**config.mk**
```make
export PLATFORM = sky130hd
export DESIGN_NAME = fifo_stream_reader
export DESIGN_NICKNAME = d
export VERILOG_FILES = /design/src/rtl/fifo_stream_reader.sv
export SDC_FILE = /design/constraint.sdc
export NUM_CORES = 1
export LEC_CHECK = 0
export CAP_MARGIN = 20
export CORE_AREA = 2 2 39 41
export DETAILED_ROUTE_END_ITERATION = 16
export DIE_AREA = 0 0 41 43
export GPL_TIMING_DRIVEN = 0
export PLACE_DENSITY = 0.73
export SLEW_MARGIN = 20
export SYNTH_ARGS = -nofsm -noshare
export SYNTH_HDL_FRONTEND = slang
export SYNTH_SLANG_ARGS = --single-unit
```
**constraint.sdc**
```tcl
create_clock -name clk -period 2.2 [get_ports clk]
set_input_delay 0.22 -clock clk [delete_from_list [all_inputs] [get_ports clk]]
set_output_delay 0.22 -clock clk [all_outputs]
set_load 0.01 [all_outputs]
```
**src/rtl/fifo_stream_reader.sv**
```systemverilog
// Drains a registered-read FIFO into a valid/ready stream via a 2-entry skid buffer; FIFO_RD_CNT_EN adds a delivered-word counter.
// Latency: 2 clk from readEn to outValid (registered read, then registered buffer); 1 word/cycle steady state.
// Backpressure: readEn is credit-gated so at most 2 words (buffered + in flight) are held; outData is stable while stalled.
module fifo_stream_reader #(
  parameter int WIDTH    = 4,
  parameter int CNTWIDTH = 16
) (
  input  logic                clk,
  input  logic                rst,
  input  logic                empty,
  input  logic [WIDTH-1:0]    readData,
  output logic                readEn,
  input  logic                flush,
  output logic                outValid,
  input  logic                outReady,
  output logic [WIDTH-1:0]    outData
`ifdef FIFO_RD_CNT_EN
  ,
  output logic [CNTWIDTH-1:0] readCount
`endif
);

  typedef enum logic [1:0] {
    S_EMPTY = 2'd0,
    S_ONE   = 2'd1,
    S_TWO   = 2'd2
  } state_t;

  state_t            state_q, state_d;
  logic              pending_q, pending_d;
  logic [WIDTH-1:0]  entry0_q, entry0_d;
  logic [WIDTH-1:0]  entry1_q, entry1_d;
  logic [1:0]        occ;
  logic [1:0]        credit;
  logic              push;
  logic              pop;

  if (WIDTH < 1 || CNTWIDTH < 1) begin : g_param_check
    $error("fifo_stream_reader: WIDTH and CNTWIDTH must be at least 1");
  end

  always_comb begin
    occ = 2'd0;
    case (state_q)
      S_ONE:   occ = 2'd1;
      S_TWO:   occ = 2'd2;
      default: occ = 2'd0;
    endcase
  end

  assign outValid = (state_q != S_EMPTY);
  assign outData  = entry0_q;
  assign push     = pending_q;
  assign pop      = outValid && outReady;

  // Words already owned (buffered or in flight) minus the one leaving this edge.
  assign credit = occ + {1'b0, push} - {1'b0, pop};
  assign readEn = !empty && !flush && !rst && (credit < 2'd2);

  always_comb begin
    state_d   = state_q;
    entry0_d  = entry0_q;
    entry1_d  = entry1_q;
    pending_d = readEn;
    if (flush) begin
      state_d   = S_EMPTY;
      pending_d = 1'b0;
    end else begin
      case (state_q)
        S_EMPTY: begin
          if (push) begin
            state_d  = S_ONE;
            entry0_d = readData;
          end
        end
        S_ONE: begin
          if (push && !pop) begin
            state_d  = S_TWO;
            entry1_d = readData;
          end else if (pop && !push) begin
            state_d = S_EMPTY;
          end else if (push && pop) begin
            entry0_d = readData;
          end
        end
        S_TWO: begin
          if (pop) begin
            state_d  = S_ONE;
            entry0_d = entry1_q;
          end
        end
        default: state_d = S_EMPTY;
      endcase
    end
  end

  always_ff @(posedge clk or posedge rst) begin
    if (rst) begin
      state_q   <= S_EMPTY;
      pending_q <= 1'b0;
      entry0_q  <= '0;
      entry1_q  <= '0;
    end else begin
      state_q   <= state_d;
      pending_q <= pending_d;
      entry0_q  <= entry0_d;
      entry1_q  <= entry1_d;
    end
  end

`ifdef FIFO_RD_CNT_EN
  logic [CNTWIDTH-1:0] count_q, count_d;

  // Counts every accepted word, including one popped in a flush cycle.
  always_comb begin
    count_d = count_q;
    if (pop) count_d = count_q + 1'b1;
  end

  always_ff @(posedge clk or posedge rst) begin
    if (rst) count_q <= '0;
    else     count_q <= count_d;
  end

  assign readCount = count_q;
`endif

  // The credit gate must make a push into a full buffer impossible.
  assert property (@(posedge clk) disable iff (rst) !(state_q == S_TWO && push && !flush))
    else $error("fifo_stream_reader: push while skid buffer full");

endmodule
```
# == Word level (Yosys, flattened, before mapping) ==
# Cells that the tools add are included.
# totals
ff_bits,11
word_cells,50
out_inout_bits,6
inputBits,9
# classes
bitwise,1
n_addsub,2
eq_ne,10
n_reduce_logical,18
muxes,14
magnitude_cmp,1
# op_table
op,count
$mux W4,5
$pmux W4 S3,1
$mux W2,5
$ne A2 B2 Y1 const B,5
$logic_and A1 B1 Y1,7
$reduce_and A7 Y1,1
$ne A3 B3 Y1 const B,2
$pmux W2 S3,1
$reduce_and A3 Y1,2
$logic_not A1 Y1,5
$ne A4 B4 Y1 const B,1
$pmux W2 S2,1
$reduce_bool A3 Y1,1
$add A2 B1 Y2,1
$eq A2 B1 Y1 const B,1
$eq A2 B2 Y1 const B,1
$logic_not A2 Y1,1
$lt A2 B2 Y1 const B,1
$reduce_bool A2 Y1,1
$sub A2 B1 Y2,1
$mux W1,1
$not A1 Y1,1

# == Depth between registers and ports, before layout ==
# depth
word_depth,7
mapped_depth,5
depth_no_buf,3

# == Worst setup path before layout ==
# Ideal clock, no wire load.
# synth_timing
path_kind,reg2reg
startpoint,register state_q[0]
endpoint,"register entry0_q[0], in the netlist outData[0]"
n_path_buf,2
arrival_time_ps,1319
setup_slack_ps,753
t_required_ps,2073
setup_time_ps,127
period_less_slack_ps,1447
path_stages_with_launch,6
cell_sequence,dfrtp_1 > buf_2 > nor2b_1 > buf_2 > mux2_2 > mux2_1
# synth_between
elab_chain_len,6
word_cells_on_any_way,17
cone_classes,7 x eq/ne; 1 x mux; 9 x reduce/logical
# synth_lines
element,line_no,rtl
start: declaration,29,"state_t state_q, state_d;"
start signal: assignment,104,state_q <= state_d;
$reduce_bool A2 Y1,51,assign outValid = (state_q != S_EMPTY);
$logic_and A1 B1 Y1,54,assign pop = outValid && outReady;
$logic_not A1 Y1,77,if (push && !pop) begin
$logic_and A1 B1 Y1,77,
$ne A2 B2 Y1 (no source line),n/a,
$reduce_and A7 Y1 (no source line),n/a,
end signal: assignment,106,entry0_q <= entry0_d;
end: declaration,31,"logic [WIDTH-1:0] entry0_q, entry0_d;"
# Several ways; a longest one is shown, not always the timed one.
# A chain may end at the register's enable or synchronous reset.

# == Final worst setup path ==
# layout_timing
startpoint,register state_q[1]
endpoint,output readEn
# layout_between
elab_chain_len,6
word_cells_on_any_way,9
cone_classes,2 x add/sub; 1 x order compare; 2 x eq/ne; 1 x mux; 3 x reduce/logical
# layout_lines
element,line_no,rtl
$eq A2 B2 Y1 or $eq A2 B1 Y1 (tied branches),44,case (state_q)
$pmux W2 S2,44,
$add A2 B1 Y2,57,"assign credit = occ + {1'b0, push} - {1'b0, pop};"
$sub A2 B1 Y2 *,57,
$lt A2 B2 Y1 *,58,assign readEn = !empty && !flush && !rst && (credit < 2'd2);
$logic_and A1 B1 Y1 *,58,
end: declaration,12,"output logic readEn,"
# Every way passes the cells marked *; elsewhere a longest branch is shown, timed or not.

==> run_summary.xml <==
<?xml version="1.0" encoding="UTF-8"?>
<metrics>
  <group name="synth">
    <metric name="avgSynthCellArea" unit="µm²">12.1</metric>
    <metric name="netlist_area" unit="µm²">581</metric>
    <metric name="synth_commonest_cells" unit="">sky130_fd_sc_hd__dfrtp_1 (11), sky130_fd_sc_hd__mux2_2 (8), sky130_fd_sc_hd__mux2_1 (4), sky130_fd_sc_hd__nor2b_1 (4)</metric>
    <metric name="synth-edff-count" unit="">0</metric>
    <metric name="synth_cell_type_count" unit="">20</metric>
    <metric name="yosys.cell_count.top_type" unit="">sky130_fd_sc_hd__dfrtp_1</metric>
    <metric name="yosys_warnings" unit="">0</metric>
    <metric name="synth_top_area_share" unit="%">47.4</metric>
    <metric name="synth_cells" unit="">48</metric>
    <metric name="asyncSetResetFlopFracSynth" unit="%">100</metric>
    <metric name="yosys.area.top_type" unit="">sky130_fd_sc_hd__dfrtp_1</metric>
    <metric name="synthAdderAreaFrac" unit="%">0</metric>
    <metric name="synthTopCellsByArea" unit="">sky130_fd_sc_hd__dfrtp_1 (47%), sky130_fd_sc_hd__mux2_2 (16%), sky130_fd_sc_hd__mux2_1 (7.8%)</metric>
    <metric name="post_synth_simple_gate_area" unit="%">13.8</metric>
    <metric name="post_syn_nets" unit="">57</metric>
    <metric name="synthXorXnorAreaFrac" unit="%">0</metric>
    <metric name="synth_top_family_by_area" unit="">multiplexers</metric>
    <metric name="postSynthRegisterBits" unit="">11</metric>
    <metric name="fraction_of_the_mapped_netlist_area_in_compound_gates" unit="%">11.4</metric>
    <metric name="synth_ff_type" unit="">sky130_fd_sc_hd__dfrtp_1</metric>
    <metric name="ys_seq_area_share" unit="%">47.4</metric>
    <metric name="synth.area.mux_share" unit="%">25.0</metric>
  </group>
  <group name="finish">
    <metric name="antennaDiodeCount" unit="">0</metric>
    <metric name="drive_gt1_share" unit="%">25.8</metric>
    <metric name="layout.core_utilization" unit="%">55.6</metric>
    <metric name="final_cell_area" unit="µm²">769</metric>
    <metric name="design.final.nets" unit="">76</metric>
    <metric name="area_growth_syn_to_layout" unit="%">32.5</metric>
  </group>
  <group name="timing">
    <metric name="post-route-period-util" unit="%">80.3</metric>
    <metric name="timing.max_slew.rel_slack" unit="%">71.5</metric>
    <metric name="holdWs" unit="ns">0.288</metric>
    <metric name="max_slew.worst_pin.slew" unit="ns">0.428</metric>
    <metric name="setup_viol_count_final" unit="">0</metric>
    <metric name="max_clock_freq" unit="MHz">566</metric>
    <metric name="fin_setup_tns" unit="ns">0</metric>
    <metric name="report.final.slew_viol_count" unit="">0</metric>
    <metric name="timing.clock.skew" unit="ns">0.00102</metric>
    <metric name="finalHoldViolations" unit="">0</metric>
    <metric name="rsz0062_at_grt" unit="">false</metric>
    <metric name="timing.final.crit_period" unit="ns">1.77</metric>
  </group>
  <group name="power_and_ir_drop">
    <metric name="power_density" unit="nW/µm²">645</metric>
    <metric name="totalPowerFinal" unit="W">0.000496</metric>
    <metric name="power.ir.vdd_worst" unit="mV">0.441</metric>
    <metric name="p_leak" unit="nW">0.351</metric>
  </group>
  <group name="clock_tree">
    <metric name="postCtsHoldBufs" unit="">0</metric>
    <metric name="cts.clk_slew.worst_paths" unit="ns">0.07</metric>
    <metric name="clk_latency_worst_skew_pair" unit="ns">0.26</metric>
    <metric name="cts-root-buf" unit="">sky130_fd_sc_hd__clkbuf_4</metric>
    <metric name="cts-htree-levels" unit="">1</metric>
    <metric name="inserted_clock_buffers" unit="">3</metric>
    <metric name="clock_path_buffers" unit="">2</metric>
    <metric name="cts_sinks" unit="">11</metric>
    <metric name="tritoncts_clock_tree" unit="">done</metric>
  </group>
  <group name="routing">
    <metric name="wl_per_cell" unit="µm">12.9</metric>
    <metric name="drt_wl_total" unit="µm">1060</metric>
    <metric name="remaining_drc_errors" unit="">0</metric>
    <metric name="initialDrtViolationCount" unit="">2</metric>
    <metric name="routed-via-count" unit="">428</metric>
    <metric name="drt.antenna.violating_nets" unit="">0</metric>
    <metric name="vias_per_cell" unit="">5.22</metric>
    <metric name="drt_pass1_iterations" unit="">2</metric>
  </group>
  <group name="setup_path">
    <metric name="crit_required" unit="ns">1.98</metric>
    <metric name="critPathLaunchType" unit="">register</metric>
    <metric name="endpoint_kind" unit="">primary output</metric>
    <metric name="criticalPathCategory" unit="">register to primary output</metric>
    <metric name="critical_path.max_fanout" unit="">7</metric>
    <metric name="r2r_slack" unit="ns">0.64</metric>
    <metric name="worstPathArrival" unit="ns">1.55</metric>
  </group>
  <group name="global_route">
    <metric name="globalRouteMet1Util" unit="%">19.0</metric>
    <metric name="antenna_found_initial" unit="">0</metric>
    <metric name="grt_start_max_net_pins" unit="">12</metric>
    <metric name="grt_use_met3" unit="%">4.71</metric>
    <metric name="grt_pass1_wl" unit="µm">1770</metric>
    <metric name="grt_use_met2" unit="%">22.8</metric>
    <metric name="globalRouteTotalUtil" unit="%">15.3</metric>
    <metric name="grt_pass1_vias" unit="">394</metric>
    <metric name="global_route.overflow_total" unit="">0</metric>
    <metric name="most_crowded_layer_after_global_routing" unit="">met2</metric>
  </group>
  <group name="floorplanning">
    <metric name="placementRows" unit="">14</metric>
    <metric name="initial_utilization" unit="%">42.0</metric>
    <metric name="die_w" unit="µm">41</metric>
    <metric name="io-pin-count" unit="">15</metric>
    <metric name="core_ar" unit="µm²">1380</metric>
    <metric name="die_height" unit="µm">43</metric>
    <metric name="dieArea" unit="µm²">1760</metric>
  </group>
  <group name="outcome">
    <metric name="outcome" unit="">finished clean</metric>
  </group>
  <group name="placement">
    <metric name="placement.cell_area" unit="µm²">741</metric>
    <metric name="port_buffers" unit="">14</metric>
    <metric name="gp_routability_congestion" unit="">0.608</metric>
  </group>
  <group name="flow_run">
    <metric name="maxCapViolCount" unit="">0</metric>
  </group>
  <group name="min_path">
    <metric name="worst_hold_check_path_type" unit="">primary input to async pin</metric>
  </group>
</metrics>
## worst paths after layout
check                                       start  cells past startpoint                endpoint
min reg2reg                outData[2]$_DFFE_PP0P_                      1  outData[2]$_DFFE_PP0P_
max reg2reg                state_q[0]$_DFFE_PP0P_                      5  outData[1]$_DFFE_PP0P_
min                                           rst                      2     pending_q$_DFF_PP0_
min in group clk           outData[2]$_DFFE_PP0P_                      1  outData[2]$_DFFE_PP0P_
max                        state_q[1]$_DFFE_PP0P_                      5                  readEn
max in group asynchronous                     rst                      2  outData[1]$_DFFE_PP0P_
## area by class of cell
type | instances | area, µm²
flip-flops and latches | 11 | 275
repair buffers | 14 | 143
inverters | 1 | 3.75
plain buffers | 2 | 10.0
fillers | 127 | 614
clock buffers | 4 | 26.3
multi-input cells | 34 | 292
well taps | 16 | 20.0
## layout by cell type (no fill, tap or decap), types with 2 or more instances in the layout
master                            netlist  final
sky130_fd_sc_hd__nor2_1                 2      2
sky130_fd_sc_hd__a211oi_1               2      2
sky130_fd_sc_hd__clkdlybuf4s50_1        0     13
sky130_fd_sc_hd__buf_2                  2      2
sky130_fd_sc_hd__nor2b_1                4      4
sky130_fd_sc_hd__mux2_1                 4      4
sky130_fd_sc_hd__a21oi_1                2      2
sky130_fd_sc_hd__dfrtp_1               11     11
sky130_fd_sc_hd__clkbuf_4               0      3
sky130_fd_sc_hd__mux2_2                 8      8
sky130_fd_sc_hd__nand2b_1               2      2
## flip-flops by register name, summed over array words and instances (netlist names)
register,flops
entry1_q,4
outData,4
pending_q,1
state_q,2
## timing repair
item                                    CTS  global route
gates resized for setup                   0             1
setup buffers                             0             0
endpoints found under the setup margin    0             1
## kinds of logic after synthesis
group / count (synthesis)
muxes: 13
buffers and inverters: 3
DFF: 11
AOI/OAI and AO/OA: 7
and+or+nand+nor: 14
## per-stage QoR
stage	cells	setup WS, ns
3_5_place_dp	78	0.0817
5_1_grt	82	0.326
3_3_place_gp	78	0.0746
4_1_cts	82	0.0219
6_report	82	0.434
2_1_floorplan	48	0.753
## power by group
group / total, W / internal, W / switching (W) / leakage [nW]
sequential: 0.000243 / 0.000230 / 0.0000131 / 0.143
combinational: 0.000120 / 0.0000753 / 0.0000448 / 0.193
clock: 0.000133 / 0.0000700 / 0.0000630 / 0.0150
total: 0.000496 / 0.000375 / 0.000121 / 0.351
## worst max-delay path: stages (launching register included)
cell                             delay [ns]
sky130_fd_sc_hd__dfrtp_1               0.45
sky130_fd_sc_hd__nor2b_1               0.16
sky130_fd_sc_hd__buf_2                 0.16
sky130_fd_sc_hd__nor2b_1               0.15
sky130_fd_sc_hd__a211oi_1              0.19
sky130_fd_sc_hd__dlymetal6s2s_1        0.18
## routing by layer
metal,vias to the layer above,share of wire (%)
met5,-,0
met4,0,0
met3,0,4.1
met2,8,54
met1,213,42
li1,207,-
Power figures use the tool's default switching activity.
